$ cat config.mk
export PLATFORM = sky130hd
export DESIGN_NAME = conv_encoder_param
export DESIGN_NICKNAME = d
export VERILOG_FILES = /design/src/rtl/conv_encoder_param.sv
export SDC_FILE = /design/constraint.sdc
export NUM_CORES = 1
export LEC_CHECK = 0
export BUFFER_PORTS_ARGS = -buffer_cell sky130_fd_sc_hd__buf_2
export CORE_ASPECT_RATIO = 1.75
export CORE_MARGIN = 2
export CORE_UTILIZATION = 35
export DETAILED_ROUTE_END_ITERATION = 10
export GPL_ROUTABILITY_DRIVEN = 0
export PLACE_DENSITY = 0.49
export SYNTH_ARGS = -nofsm -noshare
export SYNTH_HDL_FRONTEND = slang
export SYNTH_SLANG_ARGS = --single-unit
$ cat constraint.sdc
create_clock -name clk -period 5.1 [get_ports clk]
set_input_delay 1.02 -clock clk [delete_from_list [all_inputs] [get_ports clk]]
set_output_delay 1.02 -clock clk [all_outputs]
set_load 0.1 [all_outputs]
$ cat src/rtl/conv_encoder_param.sv
`default_nettype none
// ============================================================================
//  Module      : conv_encoder_param
//  Description : Rate-1/3 block convolutional encoder with selectable block
//                length and tail-biting or zero-terminated operation.
//                Consumes W-bit words LSB first and emits three W-bit coded
//                words per W input bits through a one-deep output register.
//  Revision    : 1.0  initial release
// ============================================================================
module conv_encoder_param #(
  parameter int           W    = 8,
  parameter int           K    = 7,
  parameter logic [K-1:0] G0   = 7'o133,
  parameter logic [K-1:0] G1   = 7'o171,
  parameter logic [K-1:0] G2   = 7'o165,
  parameter int           LEN0 = 1056,
  parameter int           LEN1 = 6144
) (
  input  logic         clk,
  input  logic         reset,
  input  logic         start,
  input  logic         len_sel,
  input  logic         term_mode,
  input  logic [W-1:0] tail_word,
  input  logic [W-1:0] in_data,
  input  logic         in_valid,
  output logic         in_ready,
  output logic [W-1:0] out_q0,
  output logic [W-1:0] out_q1,
  output logic [W-1:0] out_q2,
  output logic         out_valid,
  input  logic         out_ready,
  output logic         busy,
  output logic         done
);

  localparam int            BW           = (W > 1) ? $clog2(W) : 1;
  localparam int            FW           = $clog2(K) + 1;
  localparam logic [12:0]   c_len0       = 13'(LEN0);
  localparam logic [12:0]   c_len1       = 13'(LEN1);
  localparam logic [BW-1:0] c_last_idx   = BW'(W - 1);
  localparam logic [FW-1:0] c_flush_bits = FW'(K - 1);

  typedef enum logic [2:0] {
    S_IDLE  = 3'd0,
    S_LOAD  = 3'd1,
    S_RUN   = 3'd2,
    S_FLUSH = 3'd3,
    S_DRAIN = 3'd4
  } state_t;

  state_t          r_state;
  state_t          w_state_next;

  // Block configuration captured at start
  logic            r_len_sel;
  logic            r_term;
  logic [K-2:0]    r_tail_preset;

  // Encoder memory: r_sr[K-1-i] holds c_i for i = 1..K-1
  logic [K-2:0]    r_sr;
  logic [12:0]     r_cnt;
  logic [FW-1:0]   r_flush_cnt;

  // Held input word
  logic            r_hold_valid;
  logic [W-1:0]    r_hold_data;
  logic [BW-1:0]   r_bit_idx;

  // Coded-bit accumulators
  logic [W-1:0]    r_acc0;
  logic [W-1:0]    r_acc1;
  logic [W-1:0]    r_acc2;
  logic [BW-1:0]   r_acc_cnt;
  logic            r_done;

  logic [K-2:0]    w_tail_preset;
  logic            w_unused_tail;
  logic [12:0]     w_len;
  logic            w_in_bit;
  logic [K-1:0]    w_taps;
  logic            w_d0;
  logic            w_d1;
  logic            w_d2;
  logic            w_acc_full;
  logic            w_out_free;
  logic            w_out_block;
  logic            w_flush_left;
  logic            w_advance;
  logic            w_word_last;
  logic            w_block_end;
  logic            w_pad_emit;
  logic            w_drain_done;
  logic [W-1:0]    w_acc0_set;
  logic [W-1:0]    w_acc1_set;
  logic [W-1:0]    w_acc2_set;

  // Tail-biting preset: c_i takes the i-th most recent bit of the last word
  generate
    for (genvar gi = 1; gi < K; gi++) begin : g_preset
      assign w_tail_preset[K-1-gi] = tail_word[W-gi];
    end
  endgenerate

  // Low tail bits never reach the encoder memory
  assign w_unused_tail = ^tail_word;

  assign w_len        = r_len_sel ? c_len1 : c_len0;
  assign w_in_bit     = (r_state == S_RUN) ? r_hold_data[r_bit_idx] : 1'b0;
  assign w_taps       = {w_in_bit, r_sr};
  assign w_d0         = ^(G0 & w_taps);
  assign w_d1         = ^(G1 & w_taps);
  assign w_d2         = ^(G2 & w_taps);
  assign w_acc_full   = (r_acc_cnt == c_last_idx);
  assign w_out_free   = !out_valid || out_ready;
  assign w_out_block  = w_acc_full && !w_out_free;
  assign w_flush_left = (r_flush_cnt != c_flush_bits);
  assign w_word_last  = (r_bit_idx == c_last_idx);
  assign w_block_end  = (r_state == S_RUN) && w_advance && (r_cnt == w_len - 13'd1);
  assign w_pad_emit   = (r_state == S_FLUSH) && !w_flush_left &&
                        (r_acc_cnt != '0) && w_out_free;
  assign w_drain_done = (r_state == S_DRAIN) && w_out_free;
  assign done         = r_done;

  // A new word may enter only while running and never after the block's last bit
  assign in_ready = (r_state == S_RUN) && !w_block_end &&
                    (!r_hold_valid || (w_advance && w_word_last));

  // Advance one coded bit unless starved of input or blocked by a full output stage
  always_comb begin
    w_advance = 1'b0;
    case (r_state)
      S_RUN:   w_advance = r_hold_valid && !w_out_block;
      S_FLUSH: w_advance = w_flush_left && !w_out_block;
      default: w_advance = 1'b0;
    endcase
  end

  // Insert the current coded bits at the accumulator fill position
  always_comb begin
    w_acc0_set             = r_acc0;
    w_acc1_set             = r_acc1;
    w_acc2_set             = r_acc2;
    w_acc0_set[r_acc_cnt]  = w_d0;
    w_acc1_set[r_acc_cnt]  = w_d1;
    w_acc2_set[r_acc_cnt]  = w_d2;
  end

  // State register
  always_ff @(posedge clk) begin
    if (reset) begin
      r_state <= S_IDLE;
    end else begin
      r_state <= w_state_next;
    end
  end

  // Next-state decode and busy flag
  always_comb begin
    w_state_next = r_state;
    busy         = (r_state != S_IDLE);
    case (r_state)
      S_IDLE:  if (start) w_state_next = S_LOAD;
      S_LOAD:  w_state_next = S_RUN;
      S_RUN:   if (w_block_end) w_state_next = r_term ? S_FLUSH : S_DRAIN;
      S_FLUSH: if (!w_flush_left && ((r_acc_cnt == '0) || w_pad_emit)) w_state_next = S_DRAIN;
      S_DRAIN: if (w_drain_done) w_state_next = S_IDLE;
      default: w_state_next = S_IDLE;
    endcase
  end

  // Datapath: configuration capture, input hold, shift register, packing, output stage
  always_ff @(posedge clk) begin
    if (reset) begin
      r_len_sel     <= 1'b0;
      r_term        <= 1'b0;
      r_tail_preset <= '0;
      r_sr          <= '0;
      r_cnt         <= '0;
      r_flush_cnt   <= '0;
      r_hold_valid  <= 1'b0;
      r_hold_data   <= '0;
      r_bit_idx     <= '0;
      r_acc0        <= '0;
      r_acc1        <= '0;
      r_acc2        <= '0;
      r_acc_cnt     <= '0;
      out_q0        <= '0;
      out_q1        <= '0;
      out_q2        <= '0;
      out_valid     <= 1'b0;
      r_done        <= 1'b0;
    end else begin
      if ((r_state == S_IDLE) && start) begin
        r_len_sel     <= len_sel;
        r_term        <= term_mode;
        r_tail_preset <= w_tail_preset;
      end

      if (r_state == S_LOAD) begin
        r_sr         <= r_term ? '0 : r_tail_preset;
        r_cnt        <= '0;
        r_flush_cnt  <= '0;
        r_hold_valid <= 1'b0;
        r_bit_idx    <= '0;
        r_acc0       <= '0;
        r_acc1       <= '0;
        r_acc2       <= '0;
        r_acc_cnt    <= '0;
      end

      if (in_valid && in_ready) begin
        r_hold_data  <= in_data;
        r_hold_valid <= 1'b1;
        r_bit_idx    <= '0;
      end else if ((r_state == S_RUN) && w_advance) begin
        r_bit_idx <= w_word_last ? '0 : r_bit_idx + BW'(1);
        if (w_word_last) r_hold_valid <= 1'b0;
      end

      if (w_advance) begin
        r_sr <= w_taps[K-1:1];
        if (r_state == S_RUN) r_cnt <= r_cnt + 13'd1;
        else                  r_flush_cnt <= r_flush_cnt + FW'(1);
        if (w_acc_full) begin
          out_q0    <= w_acc0_set;
          out_q1    <= w_acc1_set;
          out_q2    <= w_acc2_set;
          r_acc0    <= '0;
          r_acc1    <= '0;
          r_acc2    <= '0;
          r_acc_cnt <= '0;
        end else begin
          r_acc0    <= w_acc0_set;
          r_acc1    <= w_acc1_set;
          r_acc2    <= w_acc2_set;
          r_acc_cnt <= r_acc_cnt + BW'(1);
        end
      end else if (w_pad_emit) begin
        // Unfilled upper bits are already zero, giving the padded final word
        out_q0    <= r_acc0;
        out_q1    <= r_acc1;
        out_q2    <= r_acc2;
        r_acc0    <= '0;
        r_acc1    <= '0;
        r_acc2    <= '0;
        r_acc_cnt <= '0;
      end

      if ((w_advance && w_acc_full) || w_pad_emit) out_valid <= 1'b1;
      else if (out_ready)                          out_valid <= 1'b0;

      r_done <= w_drain_done;
    end
  end

endmodule
`default_nettype wire

==> results.md, run 1 <==
* DRC errors left at 0
* ANT cells at 0
* Die X at 91.4 um
* Leak at 1.99 nW
* Routed WL at 12,600 um
* Largest net degree at the start of global routing at 51
* Total GRT Usage at 0.181
* CP Launch Type: register
* Final nets at 617
* Vias at 4,168
* CTS Hold Buffers Added at 0
* Final antenna-violating net count at 0
* Slew headroom at 0.247
* Clock transition at the registers of the reported paths at 80 ps
* Arrival @ worst endpoint at 2950 ps
* Main flop type after synthesis: dfxtp_1
* Clk sinks at 99
* Number of detailed-route iterations in the first pass at 6
* Routed WL per cell at 16.6 um
* Total CTS buffers at 9
* Final setup violation count at 0
* CP Capture Type: output pin
* Largest area contributor in the netlist: dfxtp_1
* Slowest CP cell: o21ai_0
* Initial Utilization at 0.360
* Max incr delay on CP at 450 ps
* Number of distinct library cells after synthesis at 62
* PwrDens at 309 mW/mm^2
* FP Rows at 55
* Avg Inst Size Synth at 8.47 um^2
* Max FO, Critical Path at 12
* Die H at 157 um
* Clock Latency Late Sink at 350 ps
* Util after Layout at 0.411
* Initial antenna violation count at 0
* Die area at 0.0144 mm^2
* Critical Path RT at 4080 ps
* Fmax at 252 MHz
* Critical path class: reg2out
* EDFF count, synth at 0
* CTS tree: yes
* Final period utilization at 0.778
* Synth top area cells: dfxtp_1 42%, a21oi_1 5.7%, nor2_1 5.5%
* Post-CTS sizing at 0
* Max-cap viol count at 0
* Synth warn at 0
* CTS Buffer Depth at 2
* Asr flop ratio synth at 0
* Vias in the first global route at 3,981
* Share of layout cells above drive strength 1 at 0.149
* Most instantiated library cell after synthesis: dfxtp_1
* CTS H-tree lvls at 3
* Post-synthesis sequential area ratio at 0.423
* Ports at 51
* Post-route minimum period at 3970 ps
* Status: finished clean
* GRT overflow at 0
* HP Class: reg2reg
* Cells after synthesis at 553
* Clock skew at 9.28 ps
* Starting DRT DRC Count at 213
* Area grow syn2layout at 14.2%
* Input/output buffers at 48
* First-pass GRT wire length at 20,400 um
* Netlist Area Pre-Place at 0.00468 mm^2
* RSZ-0062 raised after global routing: false
* CTS root buf: clkbuf_16
* Core area at 0.0130 mm^2
* DP Wirelength at 9170 um
* Most used cell, CP: ha_1
* Setup TNS at 0 ps
* Fillcell total at 1,324
* Fin. max-slew vios at 0
* Crit-path cells: ha_1 > ha_1 > nand3b_1 > o2111ai_1 > o21ai_0 > and3_1 > buf_2
* Synthesis-stage register bit count at 99
* Worst VDD drop at 0.137 mV
* Setup Buffers After CTS at 0
* Synth Net Count at 584
* Final hold violations at 0
* Top post-synthesis cells by count: 99 x dfxtp_1, 69 x nor2_1, 53 x a21oi_1, 42 x nand2_1, 39 x o21ai_0
* DR vias/cell at 5.47
* Slew @ Worst Pin at 1130 ps
* Synth top area share at 0.423
-- path summary, 6_finish.rpt --
kind / from / to / slack (ps) / cells past startpoint
setup reg to reg: r_flush_cnt[0]$_SDFF_PP0_ / r_acc2[4]$_SDFFE_PP0P_ / 1910 / 7
setup / recovery: r_acc_cnt[0]$_SDFFE_PP0P_ / in_ready / 1130 / 7
hold / removal: r_acc1[5]$_SDFFE_PP0P_ / r_acc1[5]$_SDFFE_PP0P_ / 460 / 2
hold reg to reg: r_acc1[5]$_SDFFE_PP0P_ / r_acc1[5]$_SDFFE_PP0P_ / 460 / 2
-- metal layers --
layer	GRT usage	vias up	wire, um
li1	-	2092	-
met4	0.0902	0	478
met2	0.335	70	6690
met3	0.0282	28	370
met5	0	-	0
met1	0.197	1978	5070
-- metrics by stage --
step	worst slack [ps]	std cells	area [um^2]	total power, mW	hold WS, ps
floorplan	1570	553	4680	0.919	424
global placement	1250	746	5030	0.956	433
detailed placement	1250	746	5030	0.957	445
CTS	1100	762	5350	1.67	457
global route	861	762	5350	1.72	479
finish	1130	762	5350	1.65	457
-- sequential cells by signal, indices dropped and copies added, names as in the netlist, 6 cells and up --
signal,count
out_q0,8
r_acc0,8
r_sr,6
out_q2,8
out_q1,8
r_acc2,8
r_acc1,8
r_cnt,13
r_tail_preset,6
r_hold_data,8
-- critical path: cells and delay by family, from the launching register on --
family | cells | cell delay (ps)
AOI/OAI and AO/OA | 2 | 860
adders and majority gates | 2 | 510
buffers and inverters | 1 | 420
DFF | 1 | 430
and+or+nand+nor | 2 | 380
-- power by group --
part / switching, mW / total (mW) / internal, mW
combinational: 0.0960 / 0.139 / 0.0432
sequential: 0.0154 / 0.799 / 0.784
clock: 0.324 / 0.714 / 0.390
-- area by class of cell --
| cell class | count | area [um^2] | area share |
|---|---|---|---|
| inverter | 16 | 60.1 | 0.0112 |
| sequential | 99 | 1980 | 0.371 |
| clock buffer | 9 | 225 | 0.0421 |
| multi-input combinational | 409 | 2520 | 0.471 |
| timing repair buffer | 51 | 263 | 0.0492 |
| tap | 171 | 214 | 0.0400 |
| clock inverter | 7 | 85.1 | 0.0159 |
-- logic make-up (layout without fill, tap and decap cells) --
group,Yosys count,count (layout),synth area share
flops,99,99,0.423
mux,17,17,0.0398
simple gates,211,211,0.230
buf+inv,45,83,0.0406
xor+xnor,11,11,0.0294
compound gates,162,162,0.215
fa+ha+maj,8,8,0.0214
-- layout by cell type (no fill, tap or decap), types with 4 or more instances in the layout --
master     instances
nor2b_1            5
nand3_1           10
ha_1               8
a31oi_1            4
o22ai_1           15
dfxtp_1           99
a211oi_1          15
inv_1             16
or3_1             13
and3_1            10
nand2_1           42
and2_1             4
nor3_1            18
nand2b_1           6
clkbuf_16          9
a222oi_1           5
nor2_1            69
nand3b_1           6
a21oi_1           53
mux2i_1           13
a31o_2             6
nand4_1            6
o21ai_0           39
xnor2_1            4
nor4_1             4
clkinv_4           4
buf_2             48
xor2_1             4
(Power assumes the default switching activity.)
==> inputs of run 2 (changes only) <==
==> constraint.sdc (replaced) <==
create_clock -name clk -period 4.05 [get_ports clk]
set_input_delay 0.81 -clock clk [delete_from_list [all_inputs] [get_ports clk]]
set_output_delay 0.81 -clock clk [all_outputs]
set_load 0.1 [all_outputs]
==> results.md, run 2 (synthesized netlist as in run 1, its figures left out) <==
* Final hold violations at 0
* Cell area after layout at 0.00537 mm^2
* Final setup violation count at 0
* Crit path max-delay family: simple AND/OR/NAND/NOR gates
* Final nets at 620
* Clock Latency Late Sink at 350 ps
* Critical path class: reg2out
* PwrDens at 387 mW/mm^2
* CP Capture Type: output pin
* Status: finished clean
* Share of layout cells above drive strength 1 at 0.153
* Total CTS buffers at 9
* Biggest register: r_cnt
* Post-route minimum period at 3490 ps
* Max FO, Critical Path at 12
* Largest net degree at the start of global routing at 43
* First-pass GRT wire length at 20,000 um
* Critical Path RT at 3240 ps
* Die X at 91.4 um
* CP Launch Type: register
* Die H at 157 um
* CTS Hold Buffers Added at 0
* Most used cell, CP: ha_1
* Met2 GRT Util at 0.327
* Die area at 0.0144 mm^2
* Core area at 0.0130 mm^2
* Routed WL at 12,500 um
* Worst VDD drop at 0.186 mV
* Final period utilization at 0.863
* Number of detailed-route iterations in the first pass at 5
* Most frequent cells in the layout: 99 x dfxtp_1, 69 x nor2_1, 53 x a21oi_1
* Ports at 51
* Routed WL per cell at 16.3 um
* Input/output buffers at 48
* Commonest non-fill, non-tap cell in the layout: dfxtp_1
* Initial Utilization at 0.360
* Flip-flop count of the largest register after layout at 13
* Slew headroom at 0.421
* Clk sinks at 99
* Clock transition at the registers of the reported paths at 70 ps
* Worst Min Path Start: r_acc1[5]$_SDFFE_PP0P_
* DP Wirelength at 9100 um
* Vias at 4,100
* Dpl cell area at 0.00506 mm^2
* Vias in the first global route at 3,916
* CTS tree: yes
* Worst r2r src: r_acc_cnt[0]$_SDFFE_PP0P_
* DR vias/cell at 5.36
* Total GRT Usage at 0.177
* GRT overflow at 0
* Max incr delay on CP at 430 ps
* ANT cells at 0
* Setup Buffers After CTS at 0
* Fmax at 286 MHz
* Arrival @ worst endpoint at 2680 ps
* Setup TNS at 0 ps
* Fin. max-slew vios at 0
* RSZ-0062 raised after global routing: false
* CTS root buf: clkbuf_16
* Starting DRT DRC Count at 161
* CTS H-tree lvls at 3
* Post-CTS sizing at 0
* Met1 GRT Util at 0.194
* CP Buf/Inv Count at 1
* Slowest CP cell: dfxtp_1
* GRT met3 Usage at 0.0311
* Area grow syn2layout at 14.6%
* CP Launch Point: r_acc_cnt[0]$_SDFFE_PP0P_
* FP Rows at 55
* Crit-path cells: ha_1 > ha_1 > and3b_1 > nor4b_4 > o2111ai_1 > and3_1 > buf_2
* Max-cap viol count at 0
* Initial antenna violation count at 0
* Leak at 2.00 nW
* Final antenna-violating net count at 0
* Slew @ Worst Pin at 868 ps
* CTS Buffer Depth at 2
* HP Class: reg2reg
* DRC errors left at 0
* Most Crowded Layer GR: met2
* Clock skew at 9.73 ps
-- run 2: cell types whose count changed in the layout (fill, tap and decap cells not counted), sizes merged --
| cell | previous run | this run |
|---|---|---|
| buf | 51 | 54 |
| clkinv | 4 | 1 |
| clkinvlp | 0 | 2 |
| clkbuf | 9 | 10 |
-- run 2: cell type report --
type	instances	area [um^2]
well taps	171	214
clock buffers	10	239
repair buffers	54	285
multi-input cells	409	2520
flip-flops and latches	99	1980
fillers	1314	7640
clock inverters	6	71.3
inverters	16	60.1
-- run 2: routing by layer --
metal,vias to the layer above,part of all wire
met3,22,0.026
met1,1930,0.40
met5,-,0
met2,61,0.53
met4,0,0.035
li1,2087,-
-- run 2: tightest hold or removal path, stage by stage (launching register included) --
cell     delay [ps]
dfxtp_1         310
inv_1            50
o22ai_1          50
-- run 2: final timing paths --
kind | slack, ps | to | cells after the start
setup reg to reg | 1170 | out_q2[5]$_SDFFE_PP0P_ | 8
hold / removal | 450 | r_acc1[5]$_SDFFE_PP0P_ | 2
setup / recovery | 560 | in_ready | 7
hold reg to reg | 450 | r_acc1[5]$_SDFFE_PP0P_ | 2
-- run 2: per-stage QoR --
stage	hold slack [ps]	cells	setup WS (ps)	power [mW]	utilization
final	454	765	557	2.08	0.413
after CTS	453	765	521	2.10	0.413
after global routing	470	765	348	2.17	0.413
after global placement	433	749	855	1.21	0.389
after detailed placement	442	749	864	1.21	0.389
after floorplan	424	553	911	1.16	-
-- run 2: where the power goes --
part | total (mW) | switching (mW) | internal (mW)
Combinational | 0.176 | 0.119 | 0.0565
Sequential | 1.01 | 0.0193 | 0.987
Clock | 0.895 | 0.393 | 0.502
